<file path="config.mk">
export PLATFORM = sky130hd
export DESIGN_NAME = reg_file_2r1w_flat
export DESIGN_NICKNAME = d
export VERILOG_FILES = /design/src/rtl/reg_file_2r1w_if.sv /design/src/rtl/reg_file_2r1w.sv /design/src/flat_wrapper.sv
export SDC_FILE = /design/constraint.sdc
export NUM_CORES = 1
export LEC_CHECK = 0
export CAP_MARGIN = 20
export CORE_UTILIZATION = 45
export DETAILED_ROUTE_END_ITERATION = 16
export PLACE_DENSITY = 0.71
export RECOVER_POWER = 50
export SLEW_MARGIN = 20
export SYNTH_ARGS = -nofsm -noshare
export SYNTH_HDL_FRONTEND = slang
export SYNTH_SLANG_ARGS = --single-unit
</file>
<file path="constraint.sdc">
create_clock -name clk -period 4.4 [get_ports clk]
set_input_delay 0.66 -clock clk [delete_from_list [all_inputs] [get_ports clk]]
set_output_delay 0.66 -clock clk [all_outputs]
set_load 0.02 [all_outputs]
</file>
<file path="src/rtl/reg_file_2r1w_if.sv">
// rtl/reg_file_2r1w_if.sv - register file access bundle: write port, two read ports, bulk clear
interface reg_file_2r1w_if #(
    parameter int WIDTH  = 4,
    parameter int ADDR_W = 3
);
    logic              clr;
    logic              we;
    logic [ADDR_W-1:0] waddr;
    logic [WIDTH-1:0]  wdata;
    logic              re0;
    logic [ADDR_W-1:0] raddr0;
    logic [WIDTH-1:0]  rdata0;
    logic              rvalid0;
    logic              re1;
    logic [ADDR_W-1:0] raddr1;
    logic [WIDTH-1:0]  rdata1;
    logic              rvalid1;

    modport master (
        output clr, we, waddr, wdata, re0, raddr0, re1, raddr1,
        input  rdata0, rvalid0, rdata1, rvalid1
    );

    modport slave (
        input  clr, we, waddr, wdata, re0, raddr0, re1, raddr1,
        output rdata0, rvalid0, rdata1, rvalid1
    );
endinterface

</file>
<file path="src/rtl/reg_file_2r1w.sv">
// rtl/reg_file_2r1w.sv - DEPTH x WIDTH register file, one write port, two registered read ports
module reg_file_2r1w #(
    parameter int WIDTH     = 4,
    parameter int DEPTH     = 8,
    parameter int READ_MODE = 0
) (
    input  logic            clk,
    input  logic            rst,
    reg_file_2r1w_if.slave  bus
);
    localparam int ADDR_W = $clog2(DEPTH);
    localparam logic [ADDR_W:0] DEPTH_L = (ADDR_W + 1)'(DEPTH);

    logic [WIDTH-1:0]  mem [DEPTH];
    logic [DEPTH-1:0]  vld;

    logic              wr_hit;
    logic [ADDR_W-1:0] ra   [2];
    logic [WIDTH-1:0]  rd_d [2];
    logic              rv_d [2];

    assign wr_hit = bus.we && !bus.clr && ({1'b0, bus.waddr} < DEPTH_L);
    assign ra[0]  = bus.raddr0;
    assign ra[1]  = bus.raddr1;

    always_ff @(posedge clk) begin
        if (rst || bus.clr) begin
            for (int i = 0; i < DEPTH; i++) begin
                mem[i] <= '0;
            end
            vld <= '0;
        end else if (wr_hit) begin
            mem[bus.waddr] <= bus.wdata;
            vld[bus.waddr] <= 1'b1;
        end
    end

    // A clear wins over every read; write-through only bypasses a write that will actually land.
    always_comb begin
        for (int p = 0; p < 2; p++) begin
            rd_d[p] = '0;
            rv_d[p] = 1'b0;
            if (!bus.clr && ({1'b0, ra[p]} < DEPTH_L)) begin
                if (READ_MODE == 1 && wr_hit && ra[p] == bus.waddr) begin
                    rd_d[p] = bus.wdata;
                    rv_d[p] = 1'b1;
                end else begin
                    rd_d[p] = mem[ra[p]];
                    rv_d[p] = vld[ra[p]];
                end
            end
        end
    end

    always_ff @(posedge clk) begin
        if (rst) begin
            bus.rdata0  <= '0;
            bus.rvalid0 <= 1'b0;
            bus.rdata1  <= '0;
            bus.rvalid1 <= 1'b0;
        end else begin
            if (bus.re0) begin
                bus.rdata0  <= rd_d[0];
                bus.rvalid0 <= rv_d[0];
            end
            if (bus.re1) begin
                bus.rdata1  <= rd_d[1];
                bus.rvalid1 <= rv_d[1];
            end
        end
    end
endmodule

</file>
<file path="src/flat_wrapper.sv">
// flat-port wrapper written by rule: the top's interface ports become plain ports
module reg_file_2r1w_flat 
#(
    parameter int WIDTH     = 4,
    parameter int DEPTH     = 8,
    parameter int READ_MODE = 0
)
  (clk, rst, bus_clr, bus_we, bus_waddr, bus_wdata, bus_re0, bus_raddr0, bus_re1, bus_raddr1, bus_rdata0, bus_rvalid0, bus_rdata1, bus_rvalid1);
  reg_file_2r1w_if #(.WIDTH(WIDTH), .ADDR_W(3)) bus_i ();
  input  logic clk;
  input  logic rst;
  input wire logic [$bits(bus_i.clr)-1:0] bus_clr;
  input wire logic [$bits(bus_i.we)-1:0] bus_we;
  input wire logic [$bits(bus_i.waddr)-1:0] bus_waddr;
  input wire logic [$bits(bus_i.wdata)-1:0] bus_wdata;
  input wire logic [$bits(bus_i.re0)-1:0] bus_re0;
  input wire logic [$bits(bus_i.raddr0)-1:0] bus_raddr0;
  input wire logic [$bits(bus_i.re1)-1:0] bus_re1;
  input wire logic [$bits(bus_i.raddr1)-1:0] bus_raddr1;
  output wire logic [$bits(bus_i.rdata0)-1:0] bus_rdata0;
  output wire logic [$bits(bus_i.rvalid0)-1:0] bus_rvalid0;
  output wire logic [$bits(bus_i.rdata1)-1:0] bus_rdata1;
  output wire logic [$bits(bus_i.rvalid1)-1:0] bus_rvalid1;
  assign bus_i.clr = bus_clr;
  assign bus_i.we = bus_we;
  assign bus_i.waddr = bus_waddr;
  assign bus_i.wdata = bus_wdata;
  assign bus_i.re0 = bus_re0;
  assign bus_i.raddr0 = bus_raddr0;
  assign bus_i.re1 = bus_re1;
  assign bus_i.raddr1 = bus_raddr1;
  assign bus_rdata0 = bus_i.rdata0;
  assign bus_rvalid0 = bus_i.rvalid0;
  assign bus_rdata1 = bus_i.rdata1;
  assign bus_rvalid1 = bus_i.rvalid1;
  reg_file_2r1w #(.WIDTH(WIDTH), .DEPTH(DEPTH), .READ_MODE(READ_MODE)) u_core (.clk(clk), .rst(rst), .bus(bus_i));
endmodule
</file>
==> flow_summary.toml <==
[die]
rows = 27
core_area_um2 = 5470
die_height_um = 77.3
die_area_um2 = 5970
die_w_um = 77.3
start_util = 0.466
ios = 29

[yosys]
synth.mux.area_fraction = 0.167
synth_top_family_by_area = "simple AND/OR/NAND/NOR gates"
synthAdderAreaFrac = 0
ys_seq_area_frac = 0.518
synth_xor_area_frac = 0
synth_compound_area_frac = 0.0849
yosys_warnings = 0
synthCells = 205
syn_area_um2 = 2550
synth-simple-area-share = 0.211
synth_top_cell_by_area = "edfxtp_1"
synthTopCellsByArea = "edfxtp_1 38%, dfxtp_1 14%, mux4_2 8.8%, and2_1 7.9%, mux2i_1 7.9%"
syn_area_per_cell_um2 = 12.4
netlist.area_leader.share = 0.377
synth_fp_nets = 224
synth-seq-cells = 50
synth.distinct_cells = 24

[worst_setup_path]
critPathKind = "input port to flip-flop"
path_delay_family = "simple AND/OR/NAND/NOR gates"
crit_required_ns = 4.41
crit_path_cell_trace = "dlygate4sd3_1 > or4b_1 > nor3_1 > nand2b_1"
endpoint_kind = "flip-flop"
cp_slowest_stage_delay_ns = 0.73
path_buf_inv = 1
worstSetupStartpointType = "input port"
arrival_ns = 2.80
critPathSlowestCell = "dlygate4sd3_1"
worst-path-max-fanout = 13

[finish]
drive_gt1_frac = 0.0936
final_common_cell = "edfxtp_1"
multi_input_area_um2 = 1140
regArea_um2 = 1320
area_delta_synth_final_pct = 15.0
fin_nets = 253
insertedDiodeCount = 0
finalCoreUtilization = 0.536
layout_common_cells = "32 x edfxtp_1, 24 x nand2b_1, 20 x mux2i_1, 18 x dfxtp_1"
fill_cells = 483

[grt]
overflow = 0
grt_pass1_vias = 1568
grt_pass1_wl_mm = 7.98
grt_max_degree = 18
antenna_found_initial = 0
grtUsageTotal = 0.182

[clocking]
cts_resized = 0
path_clk_slew_ns = 0.10
cts-root-buf = "clkbuf_8"
insertion_delay_ns = 0.30
clock_sinks = 50
cts-buffers-inserted = 5
post_cts_buffers = 0
cts_htree_levels = 2
cts_max_path_buffers = 2
hold_buffers = 0
cts_tree = "done"

[routing]
routed_via_density = 5.37
drt_first_pass_iters = 4
ant_nets = 0
vias = 1650
drtIter0Drc = 180
drcViolationCount = 0
drt_wl_total_mm = 5.11
post_drt_wl_per_cell_um = 16.6

[timing]
period_share = 0.634
relSlewSlack = 0.397
fin_crit_ns = 2.79
max_freq_mhz = 359
worst_clock_skew_ns = 0.0111
worst_pin_slew_ns = 0.902
setup_tns_ns = 0
slew_violations = 0
hold_ws_ns = 0.468
rsz0062_at_grt = "no"
final_hold_viol_count = 0
timing.final.ws_setup_ns = 1.61
finalSetupViolations = 0

[placement]
port_buffers = 28
place_ws_ns = 1.53
gp_congestion = 0.807
dp_hpwl_mm = 3.96

[run_status]
status = "finished clean"

[hold_path]
hp-class = "flip-flop to flip-flop"

[run]
drv_cap = 0

[power]
power_density_nw_per_um2 = 314
ir_drop_mv = 0.188
leakage_uw = 0.00116
power by group:
part / internal [uW] / switching, uW
clock: 115 / 159
combinational: 56.3 / 56.9
sequential: 520 / 12.9
total: 691 / 228
path summary, 6_finish.rpt:
kind / startpoint / to / slack (ns) / cells after the start
hold / removal: u_core.bus.rdata1[3] / u_core.bus.rdata1[3] / 0.47 / 2
setup / recovery: rst / u_core.mem[0][1] / 1.61 / 4
hold reg to reg: u_core.bus.rdata1[3] / u_core.bus.rdata1[3] / 0.47 / 2
setup reg to reg: u_core.mem[6][2] / u_core.bus.rdata0[2] / 3.02 / 4
layout make-up:
| type | instances | share of cell area |
|---|---|---|
| timing repair buffer | 29 | 0.0982 |
| tap | 72 | 0.0307 |
| clock inverter | 3 | 0.00768 |
| sequential | 50 | 0.451 |
| multi-input combinational | 148 | 0.389 |
| clock buffer | 5 | 0.0235 |
routing by layer:
metal	wire length, um	up-vias	global-route usage
met5	0	-	0
met4	112	0	0.0679
met3	310	10	0.0381
met2	2340	58	0.278
met1	2350	766	0.253
li1	-	816	-
per-stage QoR:
step	total power (uW)	instances	cell area, um^2
6_report	920	307	2930
5_1_grt	952	307	2930
2_1_floorplan	610	205	2550
3_5_place_dp	661	299	2880
3_3_place_gp	658	299	2880
4_1_cts	931	307	2970
synth_stat cells:
master	instances
dfxtp_1	18
nand2_1	1
a22oi_1	10
buf_4	4
nor3_4	1
and2_1	32
nand2b_1	24
mux2i_1	20
nand3_1	10
mux4_2	10
and2b_2	2
nor3_1	1
a21o_2	1
edfxtp_1	32
nor2b_1	2
clkbuf_1	2
buf_6	1
nor2_1	6
nor2_4	3
o21ai_0	6
a21o_1	7
a21oi_1	10
nand4bb_1	1
or4b_4	1
tightest hold or removal path: cells and delay by family (launching register included):
kind / cells / cell delay, ns
flops: 1 / 0.32
compound gates: 1 / 0.05
simple gates: 1 / 0.06
state kept, by name, indices dropped and copies added (netlist names):
| register | count |
|---|---|
| u_core.bus.rdata0 | 4 |
| u_core.bus.rdata1 | 4 |
| u_core.bus.rvalid0 | 1 |
| u_core.bus.rvalid1 | 1 |
| u_core.mem | 32 |
| u_core.vld | 8 |
kinds of logic (layout without fill, tap and decap cells):
family                 after synthesis  after routing
and+or+nand+nor                     84             84
muxes                               30             30
buffers and inverters                7             37
AOI/OAI and AO/OA                   34             34
DFF                                 50             50
Power figures use the tool's default switching activity.
